### src/rtl/mem_ctrl.sv
// rtl/mem_ctrl.sv - byte-serial arbiter and sequencer for the single-port main RAM
// Serves store > load > fetch one access at a time; a flush drops speculative reads.
module mem_ctrl #(
  parameter int ADDR_WIDTH = 32,
  parameter int DATA_WIDTH = 32
) (
  input  logic                  clk,
  input  logic                  rst,
  input  logic                  rdy,
  input  logic                  in_flush,
  input  logic                  in_fetch_ce,
  input  logic [ADDR_WIDTH-1:0] in_fetch_addr,
  output logic                  out_fetch_ce,
  output logic [DATA_WIDTH-1:0] out_fetch_inst,
  input  logic                  in_lsb_ce,
  input  logic [5:0]            in_lsb_size,
  input  logic                  in_lsb_signed,
  input  logic [ADDR_WIDTH-1:0] in_lsb_addr,
  output logic                  out_lsb_ce,
  output logic [DATA_WIDTH-1:0] out_lsb_data,
  input  logic                  in_rob_ce,
  input  logic [5:0]            in_rob_size,
  input  logic [ADDR_WIDTH-1:0] in_rob_addr,
  input  logic [DATA_WIDTH-1:0] in_rob_data,
  output logic                  out_rob_ce,
  input  logic [7:0]            mem_din,
  output logic [7:0]            mem_dout,
  output logic [ADDR_WIDTH-1:0] mem_a,
  output logic                  mem_wr
);
  localparam logic [1:0] S_IDLE  = 2'd0;
  localparam logic [1:0] S_READ  = 2'd1;
  localparam logic [1:0] S_WRITE = 2'd2;

  logic [1:0]            r_state;
  logic [5:0]            r_cnt;
  logic [5:0]            r_len;
  logic [ADDR_WIDTH-1:0] r_addr;
  logic                  r_sign;
  logic                  r_is_fetch;
  logic [DATA_WIDTH-1:0] r_buf;
  logic [DATA_WIDTH-1:0] r_wdata;
  logic                  r_wr;
  logic [ADDR_WIDTH-1:0] r_mem_a;
  logic [7:0]            r_mem_dout;
  logic                  r_fetch_done, r_lsb_done, r_rob_done;
  logic [DATA_WIDTH-1:0] r_fetch_inst, r_lsb_data;

  logic                  r_f_vld, r_l_vld, r_s_vld;
  logic [ADDR_WIDTH-1:0] r_f_addr, r_l_addr, r_s_addr;
  logic [5:0]            r_l_size, r_s_size;
  logic                  r_l_sign;
  logic [DATA_WIDTH-1:0] r_s_data;

  // Merged view of pending slots and same-edge pulses; flush kills speculative reads.
  logic                  w_f_vld, w_l_vld, w_s_vld;
  logic [ADDR_WIDTH-1:0] w_f_addr, w_l_addr, w_s_addr;
  logic [5:0]            w_l_size, w_s_size;
  logic                  w_l_sign;
  logic [DATA_WIDTH-1:0] w_s_data;
  logic                  w_idle, w_take_s, w_take_l, w_take_f;
  logic [DATA_WIDTH-1:0] w_word, w_ext;

  assign w_f_vld  = (r_f_vld | in_fetch_ce) & ~in_flush;
  assign w_f_addr = in_fetch_ce ? in_fetch_addr : r_f_addr;
  assign w_l_vld  = (r_l_vld | in_lsb_ce) & ~in_flush;
  assign w_l_addr = in_lsb_ce ? in_lsb_addr : r_l_addr;
  assign w_l_size = in_lsb_ce ? in_lsb_size : r_l_size;
  assign w_l_sign = in_lsb_ce ? in_lsb_signed : r_l_sign;
  assign w_s_vld  = r_s_vld | in_rob_ce;
  assign w_s_addr = in_rob_ce ? in_rob_addr : r_s_addr;
  assign w_s_size = in_rob_ce ? in_rob_size : r_s_size;
  assign w_s_data = in_rob_ce ? in_rob_data : r_s_data;

  assign w_idle   = (r_state == S_IDLE);
  assign w_take_s = w_idle & w_s_vld;
  assign w_take_l = w_idle & ~w_s_vld & w_l_vld;
  assign w_take_f = w_idle & ~w_s_vld & ~w_l_vld & w_f_vld;

  // The last byte is still on mem_din at the done edge, so merge it in directly.
  always_comb begin
    w_word = r_buf;
    case (r_len)
      6'd1:    w_word[7:0]   = mem_din;
      6'd2:    w_word[15:8]  = mem_din;
      default: w_word[31:24] = mem_din;
    endcase
    w_ext = w_word;
    if (r_len == 6'd1)
      w_ext = {{(DATA_WIDTH-8){r_sign & w_word[7]}}, w_word[7:0]};
    else if (r_len == 6'd2)
      w_ext = {{(DATA_WIDTH-16){r_sign & w_word[15]}}, w_word[15:0]};
  end

  always_ff @(posedge clk or negedge rst) begin
    if (!rst) begin
      r_state <= S_IDLE;     r_cnt <= '0;        r_len <= '0;
      r_addr <= '0;          r_sign <= 1'b0;     r_is_fetch <= 1'b0;
      r_buf <= '0;           r_wdata <= '0;      r_wr <= 1'b0;
      r_mem_a <= '0;         r_mem_dout <= '0;
      r_fetch_done <= 1'b0;  r_lsb_done <= 1'b0; r_rob_done <= 1'b0;
      r_fetch_inst <= '0;    r_lsb_data <= '0;
      r_f_vld <= 1'b0;       r_l_vld <= 1'b0;    r_s_vld <= 1'b0;
      r_f_addr <= '0;        r_l_addr <= '0;     r_s_addr <= '0;
      r_l_size <= '0;        r_s_size <= '0;     r_l_sign <= 1'b0;
      r_s_data <= '0;
    end else begin
      r_fetch_done <= 1'b0;
      r_lsb_done   <= 1'b0;
      r_rob_done   <= 1'b0;
      if (rdy) begin
        r_f_vld  <= w_f_vld & ~w_take_f;
        r_f_addr <= w_f_addr;
        r_l_vld  <= w_l_vld & ~w_take_l;
        r_l_addr <= w_l_addr;
        r_l_size <= w_l_size;
        r_l_sign <= w_l_sign;
        r_s_vld  <= w_s_vld & ~w_take_s;
        r_s_addr <= w_s_addr;
        r_s_size <= w_s_size;
        r_s_data <= w_s_data;
        case (r_state)
          S_IDLE: begin
            r_cnt <= '0;
            if (w_take_s) begin
              r_state <= S_WRITE;  r_addr <= w_s_addr;  r_len <= w_s_size;
              r_wdata <= w_s_data; r_wr <= 1'b1;        r_mem_a <= w_s_addr;
              r_mem_dout <= w_s_data[7:0];
            end else if (w_take_l) begin
              r_state <= S_READ;   r_addr <= w_l_addr;  r_len <= w_l_size;
              r_sign <= w_l_sign;  r_is_fetch <= 1'b0;  r_mem_a <= w_l_addr;
            end else if (w_take_f) begin
              r_state <= S_READ;   r_addr <= w_f_addr;  r_len <= 6'd4;
              r_sign <= 1'b0;      r_is_fetch <= 1'b1;  r_mem_a <= w_f_addr;
            end
          end
          S_READ: begin
            if (in_flush) begin
              r_state <= S_IDLE;
            end else begin
              if (r_cnt + 6'd1 < r_len)
                r_mem_a <= r_addr + ADDR_WIDTH'(r_cnt + 6'd1);
              for (int i = 0; i < 4; i++)
                if (r_cnt != 6'd0 && r_cnt - 6'd1 == 6'(i))
                  r_buf[8*i +: 8] <= mem_din;
              if (r_cnt == r_len) begin
                r_state <= S_IDLE;
                if (r_is_fetch) begin
                  r_fetch_done <= 1'b1;
                  r_fetch_inst <= w_ext;
                end else begin
                  r_lsb_done <= 1'b1;
                  r_lsb_data <= w_ext;
                end
              end
              r_cnt <= r_cnt + 6'd1;
            end
          end
          S_WRITE: begin
            if (r_cnt + 6'd1 < r_len) begin
              r_mem_a    <= r_addr + ADDR_WIDTH'(r_cnt + 6'd1);
              r_mem_dout <= 8'(r_wdata >> {r_cnt + 6'd1, 3'b000});
              r_cnt      <= r_cnt + 6'd1;
            end else begin
              r_wr       <= 1'b0;
              r_rob_done <= 1'b1;
              r_state    <= S_IDLE;
            end
          end
          default: r_state <= S_IDLE;
        endcase
      end
    end
  end

  assign mem_wr         = r_wr & rdy;
  assign mem_a          = r_mem_a;
  assign mem_dout       = r_mem_dout;
  assign out_fetch_ce   = r_fetch_done;
  assign out_fetch_inst = r_fetch_inst;
  assign out_lsb_ce     = r_lsb_done;
  assign out_lsb_data   = r_lsb_data;
  assign out_rob_ce     = r_rob_done;
endmodule

### config.mk
export PLATFORM = sky130hd
export DESIGN_NAME = mem_ctrl
export DESIGN_NICKNAME = d
export VERILOG_FILES = /design/src/rtl/mem_ctrl.sv
export SDC_FILE = /design/constraint.sdc
export NUM_CORES = 1
export LEC_CHECK = 0
export ABC_AREA = 1
export ABC_CLOCK_PERIOD_IN_PS = 3000
export CAP_MARGIN = 0
export CORE_UTILIZATION = 39
export CTS_CLUSTER_DIAMETER = 150
export DETAILED_ROUTE_END_ITERATION = 16
export GPL_TIMING_DRIVEN = 0
export PLACE_DENSITY_LB_ADDON = 0.25
export SKIP_CTS_REPAIR_TIMING = 1
export SYNTH_ARGS = -nofsm -noshare
export SYNTH_HDL_FRONTEND = slang
export SYNTH_SLANG_ARGS = --single-unit
### constraint.sdc
create_clock -name clk -period 3 [get_ports clk]
set_clock_uncertainty 0.05 [all_clocks]
set_input_delay 0.3 -clock clk [delete_from_list [all_inputs] [get_ports clk]]
set_output_delay 0.3 -clock clk [all_outputs]
set_load 0.05 [all_outputs]
**Word-level counts from Yosys, hierarchy flattened**

Cells that the tools add are included.

- Bits in registers: 356
- Input port bits: 156
- Output and inout bits: 108
- Word-level logic and storage cells: 146

- $add $sub $neg: 4
- Magnitude comparators: 1
- Eq/ne operators: 13
- Shifts and indexed selects: 1
- Multiplexer cells: 53
- Bitwise gates (word level): 23
- Reduce and logical (&&, ||, !) cells: 23

Operators by type and width:

| kind | count |
|---|---|
| 2-to-1 mux 32 bit | 11 |
| one-hot mux 32 bit (3 select lines) | 1 |
| 2-to-1 mux 6 bit | 7 |
| AND reduction 4 bit | 9 |
| adder 32 x 7 -> 32 bit | 1 |
| 2-to-1 mux 8 bit | 4 |
| right shift 32 x 9 -> 8 bit | 1 |
| 2-to-1 mux 1 bit | 20 |
| one-hot mux 6 bit (3 select lines) | 1 |
| one-hot mux 8 bit (2 select lines) | 1 |
| AND 1 bit | 13 |
| equality test 6 x 1 -> 1 bit, second input constant | 2 |
| equality test 6 x 2 -> 1 bit, second input constant | 2 |
| 2-to-1 mux 2 bit | 6 |
| AND reduction 5 bit | 2 |
| adder 6 x 1 -> 7 bit, second input constant | 1 |
| inverter 1 bit | 7 |
| adder 6 x 1 -> 6 bit, second input constant | 1 |
| equality test 6 bit | 1 |
| zero test 6 bit | 1 |
| < comparator 6 bit | 1 |
| inequality test 2 bit, second input constant | 3 |
| one-hot mux 2 bit (3 select lines) | 1 |
| AND reduction 3 bit | 2 |
| 13 further kinds | 19 |

**Logic depth before layout (Yosys ltp)**

Gate-level depths: netlist of the first run.

- Word-level depth: 9
- Depth in mapped cells: 17
- Depth with buffers taken out: 15

**Least setup slack after synthesis of the first run**

No wires, ideal clock.

- Path type: flip-flop to flip-flop
- Start: register r_cnt[0]
- End: register r_mem_dout[0], in the netlist mem_dout[0]
- Setup time: 0.123 ns
- Data arrival time: 2.723 ns
- Data required time: 2.827 ns
- Path slack: 0.104 ns
- Cell stages (with the launch flop): 16
- Buffers on the path: 4
- Period minus slack after synthesis: 2.896 ns
- Path through: dfrtp_1 > buf_2 > inv_1 > clkbuf_1 > buf_2 > ha_1 > ha_1 > inv_1 > nor2_1 > o21ai_0 > nand3_1 > nand2_1 > clkbuf_1 > nand2_1 > nor2_1 > a21oi_1

- Longest elaborated chain between the ends: 4
- Elaborated cells between the ends (all ways): 7
- Those cells by class: add/sub: 1; order compare: 1; eq/ne: 1; shift: 1; mux: 2; reduce/logical: 1

Ends and longest elaborated chain:

| element | RTL line | RTL |
|---|---|---|
| start: declaration | 36 | `logic [5:0] r_cnt;` |
| start signal: assignment | 156 | `r_cnt <= r_cnt + 6'd1;` |
| start signal: assignment | 163 | `r_cnt <= r_cnt + 6'd1;` |
| adder 6 x 1 -> 6 bit * | 160, 162 |  |
| right shift 32 x 9 -> 8 bit or < comparator 6 bit (tied branches) | 162, 160 |  |
| 2-to-1 mux 8 bit or inequality test 2 bit (tied branches) | n/a |  |
| one-hot mux 8 bit (2 select lines) or AND reduction 4 bit (tied branches) | n/a |  |
| end signal: assignment | 128 | `r_mem_dout <= w_s_data[7:0];` |
| end signal: assignment | 162 | `r_mem_dout <= 8'(r_wdata >> {r_cnt + 6'd1, 3'b000});` |
| end: declaration | 45 | `logic [7:0] r_mem_dout;` |

Mark *: on every way between the ends. The rest lies on a longest branch, timed or not. The select of a mux whose other input is x is not followed.
A chain may end at the register's enable or synchronous reset.

**Worst setup path after layout of the first run**

- Start: register r_cnt[0]
- End: register r_mem_a[28], in the netlist mem_a[28]

- Longest elaborated chain between the ends: 5
- Elaborated cells between the ends (all ways): 7
- Those cells by class: add/sub: 3; order compare: 1; mux: 3

Ends and longest elaborated chain:

| element | RTL line | RTL |
|---|---|---|
| adder 6 x 1 -> 7 bit or adder 6 x 1 -> 6 bit (tied branches) | n/a |  |
| adder 32 x 7 -> 32 bit or < comparator 6 bit (tied branches) | n/a |  |
| 2-to-1 mux 32 bit * | 141, 160 |  |
| 2-to-1 mux 32 bit | 138 | `if (in_flush) begin` |
| one-hot mux 32 bit (3 select lines) * | 122 | `case (r_state)` |
| end signal: assignment | 142 | `r_mem_a <= r_addr + ADDR_WIDTH'(r_cnt + 6'd1);` |
| end signal: assignment | 161 | `r_mem_a <= r_addr + ADDR_WIDTH'(r_cnt + 6'd1);` |
| end: declaration | 44 | `logic [ADDR_WIDTH-1:0] r_mem_a;` |

Marked as above.

==> results of run 1 <==
[final cells by class]
class	count	area (µm²)	share of cell area (%)
Antenna cell	1	2.50	0.0107
Buffer	127	582	2.49
Clock buffer	58	1200	5.14
Clock inverter	17	264	1.13
Inverter	245	927	3.97
Multi-Input combinational cell	1665	7920	33.9
Sequential cell	356	8910	38.1
Tap cell	600	751	3.21
Timing Repair Buffer	276	2810	12.0
[how the worst max path moves through the flow]
stage	end	from	slack (ns)
6_report	mem_a[28]$_DFFE_PN0P_	r_cnt[0]$_DFFE_PN0P_	0.11
5_1_grt	mem_a[22]$_DFFE_PN0P_	r_cnt[0]$_DFFE_PN0P_	-0.01
4_1_cts	mem_dout[2]$_DFFE_PN0P_	r_cnt[0]$_DFFE_PN0P_	-0.99
3_5_place_dp	mem_dout[1]$_DFFE_PN0P_	r_cnt[0]$_DFFE_PN0P_	-0.96
3_3_place_gp	r_s_data[29]$_DFFE_PN0P_	rst	-14.04
2_1_floorplan	mem_dout[0]$_DFFE_PN0P_	r_cnt[0]$_DFFE_PN0P_	0.10
[state kept, by name (all words and copies together), names as in the netlist, 24 cells and up]
signal,flops
r_f_addr,32
r_addr,32
out_fetch_inst,32
r_wdata,32
r_s_data,32
r_l_addr,32
r_s_addr,32
mem_a,32
out_lsb_data,32
r_buf,24
[power by group through the flow]
stage          combinational (mW)  clock, mW  sequential, mW
2_1_floorplan                4.93          0            8.03
3_3_place_gp                 9.37          0            6.99
3_5_place_dp                 9.53          0            7.01
4_1_cts                      9.58       5.48            6.93
5_1_grt                      10.9       5.65            7.10
6_report                     10.0       5.38            6.96
[through the flow]
stage | TNS, ns | power [mW] | hold WS, ns | util, % | setup WS (ns)
after floorplan | 0 | 13.0 | -0.0456 | - | 0.104
after global placement | -5015.81 | 16.4 | 0.404 | 47.2 | -14.04
after detailed placement | -47.16 | 16.5 | 0.232 | 47.3 | -0.956
after CTS | -49.62 | 22.0 | -0.372 | 50.6 | -0.992
after global routing | -0.0645 | 23.6 | 0.255 | 51.1 | -0.0128
final | 0 | 22.3 | 0.204 | 51.2 | 0.107
[Yosys cell counts, drive strengths merged]
library cell | number | area [µm²]
clkbuf | 80 | 300
xnor2 | 4 | 35.0
fa | 1 | 20.0
o31ai | 3 | 22.5
nand4 | 20 | 125
nor3 | 4 | 20.0
nand3 | 147 | 746
nand2 | 784 | 2940
o21bai | 1 | 7.51
o21ai | 367 | 1840
clkinv | 2 | 7.51
dfrtp | 356 | 8910
nand3b | 13 | 97.6
a21oi | 43 | 219
xor2 | 8 | 70.1
a211oi | 1 | 12.5
ha | 22 | 275
o211ai | 19 | 143
mux2i | 19 | 190
o22ai | 13 | 81.3
a31oi | 31 | 194
or2 | 2 | 12.5
nor3b | 2 | 26.3
buf | 49 | 241
inv | 243 | 912
nor2 | 146 | 568
mux2 | 15 | 169
[worst max-delay path: cells and delay by family (launching register included)]
kind / cells / cell delay (ns)
compound gates: 2 / 0.44
xor+xnor: 1 / 0.16
fa+ha+maj: 1 / 0.31
buf+inv: 5 / 0.72
flops: 1 / 0.40
simple gates: 7 / 0.66
[per-layer routing]
metal,up-vias,GRT usage [%],routed length (µm)
met3,118,3.43,3670
li1,8352,-,-
met4,2,11.4,2640
met1,8409,34.6,26200
met2,610,42.0,28900
met5,-,0,16
[cells by family (layout without fill, tap and decap cells)]
kind of cell             Yosys count  count (layout)  share of synthesized area [%]
AND/OR/NAND/NOR                 1118            1118                           25.0
AO/OA/AOI/OAI                    478             478                           13.8
buffers and inverters            374             723                           8.04
flip-flops                       356             356                           49.0
multiplexers                      34              34                           1.97
adder cells (fa/ha/maj)           23              23                           1.62
XOR/XNOR                          12              12                          0.578
other                              0               1                              0
==> qor.csv, run 1 <==
metric,value,unit
sequential share of power,31.1,%
number of buffers created by CTS,41,
power per cell area,956,mW/mm²
Synth Area per Inst,7.59,µm²
row count,78,
Non-Filler Instances,3345,
fraction of layout cells with a size suffix above 1,6.20,%
Slew Limit Fails,0,
CTS tree,built,
HPWL Detailed,46900,µm
Yosys cell types,36,
Via Count,17491,
CP most frequent cell,nand2_1,
Routed WL,61500,µm
Final Cycle Share,96.4,%
Detail Route Antenna Nets,0,
CP Data Required Time,3.41,ns
CTS root buffer,clkbuf_16,
"Setup violations, final",0,
"Reg clk slew, reported paths",0.06,ns
Comb power frac,44.8,%
largest net degree at the start of global routing,113,
I/O pins,264,
Port-buffer cells,260,
Core Area,0.0457,mm²
Placed Cells,3258,
worst-path maximum fanout,9,
cell count after synthesis,2395,
Clock Power Share,24.1,%
worst r2r src,r_cnt[0]$_DFFE_PN0P_,
Area after DPL,0.0216,mm²
initial drt markers,1700,
Starting Density,39.8,%
R2R Setup Slk,0.11,ns
crit path DAT,3.30,ns
vias in the first global route,16959,
Max Fclk,0.346,GHz
Congestion Overflow GR,0,
Tmin final,2.89,ns
Overall Global Routing Usage,25.9,%
syn_nets,2574,
number of vias per cell,5.23,
crit path kind,reg2reg,
drt first pass iters,8,
DRC violations left,0,
Max-Cap Viols,0,
Die ar.,0.0475,mm²
element type at the critical path start,flop,
initial antenna violation count,2,
Int Pwr,12.5,mW
switching share of total power,44.0,%
synth-to-layout area growth,28.5,%
NumNets Final,2891,
H-tree Lvls,2,
Worst VDD drop,0.536,mV
P_leak,11.2,nW
cell area after layout,0.0234,mm²
CP max-delay cell,dfrtp_2,
DIE WIDTH,218,µm
reg2reg end,mem_a[28]$_DFFE_PN0P_,
yosys synthesis warning count,0,
max incr delay on CP,0.40,ns
R2R cell count,16,
Hold WC Path Type,in2async,
routed length per placed instance,18.4,µm
Mapped Area,0.0182,mm²
number of synthesized register bits,356,
Slew @ Worst Pin,0.860,ns
post-synthesis sequential area ratio,49.0,%
final-report hold violation count,0,
Rel. slew slack,42.5,%
worst path cell trace,buf_8 > nand3_4 > nor2_2 > nand2_2 > xor2_4 > inv_1 > ha_1 > nand2_1 > o21bai_2 > nand3_2 > a21oi_4 > clkinvlp_4 > buf_6 > buf_4 > nand2_1 > nand2_1,
"commonest cells after routing, fill and taps aside","782 x nand2_1, 354 x o21ai_0, 354 x dfrtp_1",
net switching power,9.82,mW
first-pass GRT wire length,95400,µm
routability congestion estimate,0.943,
Crit. End Element,flop,
Die Ht,218,µm
clock sinks,356,
Clock Latency Late Sink,0.59,ns
status,completed,
"most common cell after layout, fill and taps aside",nand2_1,
fill count,4472,
CTS Buffer Depth,3,
No activity file was read; power rests on OpenSTA's default activity.
==> inputs of run 2 (changes only) <==
--- a/config.mk
+++ b/config.mk
@@ -6,12 +6,13 @@
 export NUM_CORES = 1
 export LEC_CHECK = 0
 export ABC_AREA = 1
-export ABC_CLOCK_PERIOD_IN_PS = 3000
+export ABC_CLOCK_PERIOD_IN_PS = 2950
 export CAP_MARGIN = 0
 export CORE_UTILIZATION = 39
 export CTS_CLUSTER_DIAMETER = 150
 export DETAILED_ROUTE_END_ITERATION = 16
 export GPL_TIMING_DRIVEN = 0
+export MAX_ROUTING_LAYER = met4
 export PLACE_DENSITY_LB_ADDON = 0.25
 export SKIP_CTS_REPAIR_TIMING = 1
 export SYNTH_ARGS = -nofsm -noshare
==> constraint.sdc (replaced) <==
create_clock -name clk -period 2.95 [get_ports clk]
set_clock_uncertainty 0.05 [all_clocks]
set_input_delay 0.295 -clock clk [delete_from_list [all_inputs] [get_ports clk]]
set_output_delay 0.295 -clock clk [all_outputs]
set_load 0.05 [all_outputs]
==> qor.csv, run 2 (synthesis gave the netlist of run 1 again) <==
metric,value,unit
DRC violations left,0,
number of vias per cell,5.23,
Final Cycle Share,96.9,%
R2R Setup Slk,0.09,ns
drt first pass iters,6,
Rel. slew slack,48.0,%
routed length per placed instance,18.7,µm
worst-path maximum fanout,7,
final-report hold violation count,0,
fill count,4414,
Clock Latency Late Sink,0.58,ns
CTS Buffer Depth,3,
row count,78,
P_leak,11.2,nW
initial antenna violation count,2,
"Reg clk slew, reported paths",0.07,ns
first-pass GRT wire length,96200,µm
Worst VDD drop,0.637,mV
crit path DAT,3.27,ns
Reg area,0.00891,mm²
Congestion Overflow GR,0,
Crit. End Element,flop,
CTS root buffer,clkbuf_16,
grt met3 use,3.61,%
I/O pins,264,
Slew @ Worst Pin,0.778,ns
status,completed,
M1 GR Usage,34.9,%
Via Count,17503,
largest net degree at the start of global routing,111,
"Setup violations, final",0,
Overall Global Routing Usage,27.0,%
Routed WL,62500,µm
Max-Cap Viols,0,
M2 GR Usage,42.8,%
multi-input logic area,0.00796,mm²
element type at the critical path start,flop,
Die ar.,0.0475,mm²
CP Data Required Time,3.36,ns
Core Area,0.0457,mm²
HPWL Detailed,47600,µm
initial drt markers,1673,
H-tree Lvls,2,
routability congestion estimate,0.951,
power per cell area,972,mW/mm²
Die Ht,218,µm
synth-to-layout area growth,28.5,%
crit path kind,reg2reg,
Port-buffer cells,260,
setup TNS,0,ns
most used routing layer,met2,
"commonest cells after routing, fill and taps aside","780 x nand2_1, 354 x dfrtp_1, 351 x o21ai_0",
DIE WIDTH,218,µm
RSZ-0062 raised after global routing,yes,
hold slack final,0.208,ns
Max Fclk,0.350,GHz
R2R cell count,15,
vias in the first global route,16880,
NumNets Final,2898,
fraction of layout cells with a size suffix above 1,6.37,%
Starting Density,39.8,%
Detail Route Antenna Nets,0,
Tmin final,2.86,ns
Hold WC Path Type,in2async,
number of buffers created by CTS,41,
Slew Limit Fails,0,
CTS tree,built,
clock sinks,356,
"most common cell after layout, fill and taps aside",nand2_1,
run 2: changes by cell type in the layout (fill, tap and decap cells not counted), moves of 2 or more:
cell	previous run	this run
ha_4	1	3
ha_1	21	19
nand2_1	782	780
clkinv_2	8	5
clkbuf_1	83	88
nand2_2	2	4
buf_6	4	6
o21ai_1	12	15
inv_2	2	4
buf_4	16	21
clkinvlp_4	3	1
o21ai_0	354	351
clkbuf_8	11	6
run 2: path summary, 6_finish.rpt:
path	start	endpoint
min in group clk	in_fetch_ce	r_f_addr[17]$_DFFE_PN0P_
max reg2reg	r_cnt[0]$_DFFE_PN0P_	mem_a[17]$_DFFE_PN0P_
max in group asynchronous	rst	r_l_addr[12]$_DFFE_PN0P_
min reg2reg	r_buf[19]$_DFFE_PN0P_	r_buf[19]$_DFFE_PN0P_
max	r_cnt[0]$_DFFE_PN0P_	mem_a[17]$_DFFE_PN0P_
min	rst	out_lsb_data[13]$_DFFE_PN0P_
run 2: per-stage QoR:
stage	cells	cell area, µm²	setup slack, ns	power [mW]	utilization (%)
after CTS	3329	23000	-1.05	22.1	50.3
after global placement	3255	21500	-14.05	16.7	47.2
after global routing	3349	23400	-0.0443	24.0	51.2
after detailed placement	3258	21600	-1.01	16.9	47.3
after floorplan	2395	18200	0.0536	13.2	-
final	3349	23400	0.0928	22.7	51.2
run 2: cell type report:
cell class | instances | share of cell area (%)
Clock inverter | 12 | 0.814
Inverter | 245 | 3.95
Antenna cell | 2 | 0.0214
Clock buffer | 59 | 5.03
Buffer | 128 | 2.58
Sequential cell | 356 | 38.1
Tap cell | 600 | 3.21
Multi-Input combinational cell | 1665 | 34.1
Timing Repair Buffer | 282 | 12.2
run 2: per-layer routing:
metal,vias to the layer above,wire length [µm],part of all wire [%]
li1,8360,-,-
met1,8401,26900,43
met2,607,29300,47
met3,135,3590,5.7
met4,0,2730,4.4
met5,-,0,0
run 2: critical path: stages, from the launching register on:
cell        delay (ns)
dfrtp_2           0.42
buf_6             0.13
inv_2             0.04
buf_6             0.11
buf_12            0.12
ha_4              0.29
ha_4              0.19
inv_1             0.05
nor2_1            0.04
o21ai_2           0.16
nand3_2           0.13
a21oi_4           0.31
clkinvlp_4        0.33
clkbuf_16         0.25
nand2_1           0.06
nand2_1           0.05
run 2: where the power goes:
part	internal, mW	switching [mW]	leakage (nW)	total [mW]
clock	3.13	2.11	0.671	5.24
sequential	6.14	0.944	4.46	7.08
combinational	3.39	7.01	6.09	10.4
==> inputs of run 3 (changes only) <==
--- a/config.mk
+++ b/config.mk
@@ -7,7 +7,7 @@
 export LEC_CHECK = 0
 export ABC_AREA = 1
 export ABC_CLOCK_PERIOD_IN_PS = 2950
-export CAP_MARGIN = 0
+export CAP_MARGIN = 20
 export CORE_UTILIZATION = 39
 export CTS_CLUSTER_DIAMETER = 150
 export DETAILED_ROUTE_END_ITERATION = 16
==> results of run 3 <==
No change in the layout: final DEF, timing and power equal those of run 2.
